===== src/rtl/snake_game_fsm.sv =====
// Snake game sequencer: owns the snake body, its length, the food cell and
// the game-state flags. One cell of movement per Tick; eat, wall and self
// collisions are resolved in the Tick cycle, and new food is found by a
// linear probe starting from a random candidate.
module snake_game_fsm #(
    parameter logic [7:0] START_POS = 8'h88,
    parameter logic [7:0] FOOD_INIT = 8'h8C,
    parameter int         WIN_LEN   = 15
) (
    input  logic         Clk,
    input  logic         Reset_n,
    input  logic         Start,
    input  logic         Tick,
    input  logic         BtnU,
    input  logic         BtnD,
    input  logic         BtnL,
    input  logic         BtnR,
    input  logic [7:0]   Rand,
    output logic [127:0] Locations_Flat,
    output logic [3:0]   Length,
    output logic [7:0]   Food,
    output logic         Qi,
    output logic         Qc,
    output logic         Ql,
    output logic         Qw
);

    typedef enum logic [2:0] {S_INIT, S_RUN, S_PLACE, S_LOSE, S_WIN} state_t;
    // Opposite directions differ only in bit 0.
    typedef enum logic [1:0] {DIR_U = 2'b00, DIR_D = 2'b01, DIR_L = 2'b10, DIR_R = 2'b11} dir_t;

    state_t     state_q, state_d;
    dir_t       dir_q, dir_d;
    logic [7:0] loc_q [16];
    logic [7:0] loc_d [16];
    logic [3:0] len_q, len_d;
    logic [7:0] food_q, food_d;
    logic [7:0] cand_q, cand_d;

    logic [7:0] nh;
    logic       eat, wall, self_hit, cand_hit, btn_any;
    logic [4:0] hit_limit;
    dir_t       btn_dir;

    function automatic logic is_opposite(dir_t a, dir_t b);
        return (a[1] == b[1]) && (a[0] != b[0]);
    endfunction

    function automatic logic hits_wall(logic [7:0] h, dir_t d);
        case (d)
            DIR_U:   return h[7:4] == 4'd0;
            DIR_D:   return h[7:4] == 4'd15;
            DIR_L:   return h[3:0] == 4'd0;
            default: return h[3:0] == 4'd15;
        endcase
    endfunction

    function automatic logic [7:0] step_cell(logic [7:0] h, dir_t d);
        case (d)
            DIR_U:   return h - 8'd16;
            DIR_D:   return h + 8'd16;
            DIR_L:   return h - 8'd1;
            default: return h + 8'd1;
        endcase
    endfunction

    // Next-state logic: direction latch, move/collision resolution, food search.
    always_comb begin
        state_d = state_q;
        dir_d   = dir_q;
        loc_d   = loc_q;
        len_d   = len_q;
        food_d  = food_q;
        cand_d  = cand_q;

        nh        = step_cell(loc_q[0], dir_q);
        wall      = hits_wall(loc_q[0], dir_q);
        eat       = (nh == food_q);
        // Without eating, the tail cell vacates during the move and is legal.
        hit_limit = eat ? {1'b0, len_q} : ({1'b0, len_q} - 5'd1);
        self_hit  = 1'b0;
        cand_hit  = 1'b0;
        for (int i = 0; i < 16; i++) begin
            if ((5'(i) < hit_limit) && (loc_q[i] == nh)) self_hit = 1'b1;
            if ((5'(i) < {1'b0, len_q}) && (loc_q[i] == cand_q)) cand_hit = 1'b1;
        end

        btn_any = BtnU | BtnD | BtnL | BtnR;
        if (BtnU)      btn_dir = DIR_U;
        else if (BtnD) btn_dir = DIR_D;
        else if (BtnL) btn_dir = DIR_L;
        else           btn_dir = DIR_R;

        // The move below uses dir_q, so a press in a Tick cycle waits a Tick.
        if ((state_q == S_RUN || state_q == S_PLACE) && btn_any &&
            !((len_q > 4'd1) && is_opposite(btn_dir, dir_q)))
            dir_d = btn_dir;

        case (state_q)
            S_INIT: begin
                if (Start) state_d = S_RUN;
            end
            S_RUN: begin
                if (Tick) begin
                    if (wall || self_hit) begin
                        state_d = S_LOSE;
                    end else begin
                        for (int i = 15; i > 0; i--) loc_d[i] = loc_q[i-1];
                        loc_d[0] = nh;
                        if (eat) begin
                            len_d  = len_q + 4'd1;
                            cand_d = Rand;
                            if (({1'b0, len_q} + 5'd1) == 5'(WIN_LEN)) state_d = S_WIN;
                            else                                         state_d = S_PLACE;
                        end
                    end
                end
            end
            S_PLACE: begin
                if (cand_hit) begin
                    cand_d = cand_q + 8'd1;
                end else begin
                    food_d  = cand_q;
                    state_d = S_RUN;
                end
            end
            default: begin
                if (Start) begin
                    state_d = S_INIT;
                    dir_d   = DIR_R;
                    len_d   = 4'd1;
                    food_d  = FOOD_INIT;
                    for (int i = 1; i < 16; i++) loc_d[i] = 8'h00;
                    loc_d[0] = START_POS;
                end
            end
        endcase
    end

    // State and datapath registers with synchronous active-low reset.
    always_ff @(posedge Clk) begin
        if (!Reset_n) begin
            state_q <= S_INIT;
            dir_q   <= DIR_R;
            len_q   <= 4'd1;
            food_q  <= FOOD_INIT;
            cand_q  <= 8'h00;
            for (int i = 1; i < 16; i++) loc_q[i] <= 8'h00;
            loc_q[0] <= START_POS;
        end else begin
            state_q <= state_d;
            dir_q   <= dir_d;
            len_q   <= len_d;
            food_q  <= food_d;
            cand_q  <= cand_d;
            loc_q   <= loc_d;
        end
    end

    for (genvar g = 0; g < 16; g++) begin : g_flat
        assign Locations_Flat[8*(15-g) +: 8] = loc_q[g];
    end

    assign Length = len_q;
    assign Food   = food_q;
    assign Qi     = (state_q == S_INIT);
    assign Qc     = (state_q == S_RUN) || (state_q == S_PLACE);
    assign Ql     = (state_q == S_LOSE);
    assign Qw     = (state_q == S_WIN);

endmodule


===== config.mk =====
export PLATFORM = sky130hd
export DESIGN_NAME = snake_game_fsm
export DESIGN_NICKNAME = d
export VERILOG_FILES = /design/src/rtl/snake_game_fsm.sv
export SDC_FILE = /design/constraint.sdc
export NUM_CORES = 1
export LEC_CHECK = 0
export CAP_MARGIN = 20
export CORE_ASPECT_RATIO = 0.7
export CORE_UTILIZATION = 51
export DETAILED_ROUTE_END_ITERATION = 8
export PLACE_DENSITY = 0.84
export SLEW_MARGIN = 10
export SYNTH_ARGS = -nofsm -noshare
export SYNTH_HDL_FRONTEND = slang
export SYNTH_SLANG_ARGS = --single-unit

===== constraint.sdc =====
create_clock -name Clk -period 5 [get_ports Clk]
set_input_delay 0.5 -clock Clk [delete_from_list [all_inputs] [get_ports Clk]]
set_output_delay 0.5 -clock Clk [all_outputs]
set_load 0.03 [all_outputs]

## Yosys cells after proc, flatten, opt, wreduce, memory -nomap -nowiden

Index checks and enable logic that the tools add are counted.

- Register bits after elaboration: 153
- Input bits: 16
- Output and inout port bits: 144
- Logic and storage cells: 235

- $add $sub $neg: 8
- Order comparisons: 32
- Equality and inequality tests: 50
- Mux-type cells: 65
- Bitwise gates (word level): 5
- Reduce and logical (&&, ||, !) cells: 54

Operator list:

| operator | number |
|---|---|
| $mux W128 | 3 |
| $eq A8 B8 Y1 | 32 |
| $pmux W128 S2 | 1 |
| $mux W8 | 6 |
| $lt A4 B5 Y1 const A | 8 |
| $logic_and A1 B1 Y1 | 35 |
| $mux W1 | 32 |
| $pmux W8 S2 | 2 |
| $lt A4 B4 Y1 const A | 7 |
| $pmux W8 S3 | 1 |
| $mux W3 | 7 |
| $lt A3 B5 Y1 const A | 4 |
| $add A8 B1 Y8 const B | 2 |
| $lt A3 B4 Y1 const A | 4 |
| $mux W4 | 4 |
| $reduce_and A5 Y1 | 3 |
| $ne A2 B2 Y1 const B | 6 |
| $lt A1 B5 Y1 const A | 2 |
| $lt A2 B5 Y1 const A | 2 |
| $mux W2 | 5 |
| $pmux W3 S3 | 1 |
| $add A8 B5 Y8 const B | 1 |
| $eq A4 B4 Y1 const B | 2 |
| $logic_not A4 Y1 | 2 |
| 32 further kinds | 42 |

## Depth between registers and ports, before layout

- Word-level depth: 26
- Gate-level depth with buffers: 26
- Depth with buffers taken out: 17

## Worst setup path before layout

OpenSTA, ideal clock, no wires.

- Kind: register -> register
- Start point: register loc_q (netlist bit Locations_Flat[121])
- End point: register len_q[0] (netlist: Length[0])
- Setup time: 122 ps
- Arrival time: 5294 ps
- Setup slack: -416 ps
- Stages on the path, launching flop included: 21
- Clock period less this slack: 5416 ps
- Cell sequence: dfxtp_1 buf_2 buf_1 buf_1 xnor2_1 ha_1 or3_1 a21oi_1 xnor2_1 buf_2 xor2_1 nand4_1 or4_1 o32a_1 o21ai_0 nor3_2 a21boi_4 buf_6 buf_6 nor2_1 a311o_1

- Word-level cells in the longest chain between the ends: 25
- Elaborated cells between the ends (all ways): 78
- Those cells by class: add/sub (4); order compare (16); eq/ne (20); mux (19); reduce/logical (19)

RTL lines:

| item | line | source |
|---|---|---|
| start, declared | 34 | `logic [7:0] loc_q [16];` |
| start signal, assigned | 156 | `loc_q <= loc_d;` |
| $add A8 B1 Y8, or another cell as far along | 63 | `default: return h + 8'd1;` |
| $pmux W8 S3 | 59 | `case (d)` |
| $eq A8 B8 Y1 | 78 | `eat = (nh == food_q);` |
| $mux W5 | 80 | `hit_limit = eat ? {1'b0, len_q} : ({1'b0, len_q} - 5'd1);` |
| $lt A1 B5 Y1 | 84 | `if ((5'(i) < hit_limit) && (loc_q[i] == nh)) self_hit = 1'b1;` |
| $logic_and A1 B1 Y1 | 84 |  |
| $mux W1 (16 in a row) | 84 |  |
| $logic_or A1 B1 Y1 | 105 | `if (wall \|\| self_hit) begin` |
| $ne A2 B2 Y1 (no line) | -- |  |
| $reduce_and A5 Y1 (no line) * | -- |  |
| end signal, assigned | 153 | `len_q <= len_d;` |
| end, declared | 36 | `logic [3:0] len_q, len_d;` |

Mark *: on every way between the ends. The rest lies on a longest branch, timed or not.
A chain may end at the register's enable or synchronous reset.

## Final worst setup path

- Start point: register dir_q[0]
- End point: register loc_q (netlist bit Locations_Flat[44])

- Word-level cells in the longest chain between the ends: 25
- Elaborated cells between the ends (all ways): 74
- Those cells by class: order compare (16); eq/ne (20); mux (19); reduce/logical (19)

RTL lines:

| item | line | source |
|---|---|---|
| start, declared | 33 | `dir_t dir_q, dir_d;` |
| start signal, assigned | 152 | `dir_q <= dir_d;` |
| $eq A2 B2 Y1, or another cell as far along | 50, 59 |  |
| $pmux W8 S3 | 59 |  |
| $eq A8 B8 Y1 | 78 |  |
| $mux W5 | 80 |  |
| $lt A1 B5 Y1 | 84 |  |
| $logic_and A1 B1 Y1 | 84 |  |
| $mux W1 (16 in a row) | 84 |  |
| $logic_or A1 B1 Y1 * | 105 |  |
| $ne A2 B2 Y1 (no line) * | -- |  |
| $reduce_and A4 Y1 (no line) * | -- |  |

Marks and branches as above.

==> metrics.csv <==
stage,metric,value,unit
run_status,outcome,completed,
power_and_ir_drop,power_leakage,4.873,nW
layout,drive_above_1_share,7.966,%
route,drt_iter0_markers,1816,
job,max_cap_violations,0,
placement,placed_cell_area,12860,um^2
synthesis,synth.area.top_cells,"dfxtp_1 28%, xnor2_1 13%, nand3_1 12%",
synthesis,synth_top_area_share,27.83,%
worst_hold_path,hold_class,in -> reg,
synthesis,netlist-cell-type-count,74,
worst_setup_path,worst_ep_arrival_time,5.10,ns
cts,ctsHoldBuffers,0,
cts,cts_tree,yes,
sta,period_minus_slack,4.779,ns
sta,slew_viol_final,0,
worst_setup_path,crit_slowest_cell,or4_1,
global_route,grt-ovfl-total,0,
route,finalWirelength,42.23,mm
cts,clk_latency,0.45,ns
synthesis,synth_common_cells,"266 x nand3_1, 159 x xnor2_1, 153 x dfxtp_1, 140 x o21ai_0, 106 x xor2_1",
worst_setup_path,cp_slowest_stage_delay,0.55,ns
global_route,grt_max_degree,120,
sta,relSlewSlack,26.43,%
floorplanning,coreArea,20920,um^2
cts,cts_made_buffers,17,
floorplanning,die-area,22180,um^2
power_and_ir_drop,powerDensity,242.7,nW/um^2
sta,clock.fmax,0.2093,GHz
layout,syn2layout_area_growth,22.92,%
sta,rsz0062_at_grt,no,
floorplanning,fp-row-count,44,
cts,cts_buffer_depth,2,
synthesis,ys_ff_latch,153,
floorplanning,chipHeight,124.9,um
floorplanning,start_util,52.61,%
synthesis,synthFlopType,dfxtp_1,
synthesis,syn_area_per_cell,7.632,um^2
worst_setup_path,cp_data_required_time,5.33,ns
synthesis,yosysSeqAreaShare,27.83,%
layout,antenna_cells,0,
sta,finalHoldViolations,0,
global_route,grt_first_pass_wirelength,63.68,mm
worst_setup_path,reg2reg_from,dir_q[0],
synthesis,yosysWarnings,0,
worst_hold_path,holdCritStartpoint,Reset_n,
placement,io_buffers,159,
cts,path_clk_slew,0.07,ns
global_route,antenna_found_initial,0,
synthesis,syn-num-nets,1467,
cts,htreeDepth,4,
floorplanning,die_w,177.6,um
sta,setup_viol,0,
power_and_ir_drop,irDropWorstVdd,0.2013,mV
worst_setup_path,worstSetupStartpoint,dir_q[0],
worst_setup_path,cp_common_cell,buf_4,
sta,fin_crit_sh,95.57,%
route,drc_errors,0,
synthesis,yosys.cell_count.top_type,nand3_1,
cts,cts_setup_buffers,0,
worst_setup_path,critPathBufInv,5,
synthesis,syn-instance-count,1442,
worst_setup_path,worstPathCellList,buf_4 > nand2_1 > inv_1 > fa_1 > xnor2_2 > xnor2_1 > or4_1 > o31ai_2 > nand3_1 > buf_4 > mux2i_1 > o21ai_0 > a221oi_1 > and4b_2 > a21boi_4 > buf_12 > buf_4 > o41ai_1,
global_route,grt_usage,37.45,%
synthesis,synth_top_area_cell,dfxtp_1,
synthesis,async_flop_share,0,%
cts,cts.sinks,153,
placement,dpl.cell_count,1788,
placement,gp_congestion,1.048,
synthesis,synth_edf_count,0,
worst_setup_path,critPathLaunchType,flop,
layout,final_area,13530,um^2
route,wl_per_cell,23.20,um
global_route,grt_pass1_vias,10670,
route,vias,12050,
layout,nets,1556,
worst_setup_path,crit_type,reg -> reg,
layout,fillerInstances,1758,
worst_setup_path,end_kind,flop,
route,ant_nets,0,
worst_setup_path,critPathMaxFanout,48,
sta,clock_skew,0.01431,ns
layout,stdcell_count,1820,
worst_setup_path,crit_family,simple AND/OR/NAND/NOR gates,
cts,cts_root_buf,clkbuf_16,
route,dr.pass1.iters,6,
synthesis,syn_area,11010,um^2
placement,hpwl,29.89,mm
route,vias_per_cell,6.622,
floorplanning,design.portCount,160,
sta,tightestPinTransition,1.102,ns
-- placed cells by master (no fill, tap or decap), types with 31 or more instances in the layout --
cell type | synthesis | routed
xnor2_1 | 159 | 155
nand3_1 | 266 | 266
xor2_1 | 106 | 106
o21ai_0 | 140 | 140
nand4_1 | 31 | 31
dfxtp_1 | 153 | 152
buf_4 | 10 | 56
nand2_1 | 64 | 63
nor2_1 | 60 | 60
clkdlybuf4s50_1 | 0 | 158
-- through the flow --
step                      TNS (ns)  setup slack, ns  util [%]  hold WS [ns]  power, W
after floorplan                  0          0.02807         -        0.6164  0.001704
after global placement           0          0.01910     61.47        0.4983  0.001882
after detailed placement   -0.8235         -0.07001     61.47        0.5178  0.001891
after CTS                        0           0.1483     64.49        0.4677  0.003253
after global routing             0          0.05532     64.67        0.4997  0.003370
final                            0           0.2214     64.67        0.4813  0.003283
-- sequential cells by signal, indices dropped and copies added (netlist names) --
signal          flops
dir_q               2
Locations_Flat    128
Food                8
state_q             3
Length              4
cand_q              8
-- cell type report --
type,count,area [um^2],area share [%]
repair buffers,222,2145,15.85
multi-input cells,1115,7274,53.77
inverters,22,82.58,0.6104
flip-flops and latches,153,3064,22.65
well taps,276,345.3,2.553
clock buffers,17,425.4,3.145
clock inverters,15,191.4,1.415
-- power by group --
group / internal (W) / total, W / leakage (nW) / switching, W
logic: 0.000226 / 0.000662 / 3.35 / 0.000436
registers: 0.00122 / 0.00124 / 1.23 / 0.0000139
clock network: 0.000797 / 0.00138 / 0.290 / 0.000586
total: 0.00225 / 0.00328 / 4.87 / 0.00104
-- layer usage --
layer  up-vias  share of wire (%)  track usage, %
met1      5651                 41           54.63
met4         0                4.0           14.68
li1       5313                  -               -
met2       937                 40           51.45
met5         -                  0               0
met3       151                 15           10.16
-- what timing repair did --
action                                  4_1_cts  5_1_grt
pin swaps                                     0        0
gates resized for setup                       2        9
endpoints found under the hold margin         0        0
endpoints found under the setup margin       43       89
-- kinds of logic (layout without fill, tap and decap cells) --
| logic type | count (synthesis) | in the layout | synth area share, % |
|---|---|---|---|
| simple gates | 530 | 530 | 24.44 |
| compound gates | 296 | 296 | 17.22 |
| xor+xnor | 266 | 266 | 21.29 |
| buf+inv | 174 | 276 | 6.719 |
| flops | 153 | 153 | 27.83 |
| mux | 14 | 14 | 1.398 |
| fa+ha+maj | 9 | 9 | 1.091 |
-- worst paths after layout --
check | slack [ns] | end | depth (start not counted)
max | 0.22 | Locations_Flat[44] | 18
min | 0.48 | Food[7] | 2
max reg2reg | 0.22 | Locations_Flat[44] | 18
min reg2reg | 0.53 | Locations_Flat[2] | 2
No activity file was read; power rests on OpenSTA's default activity.
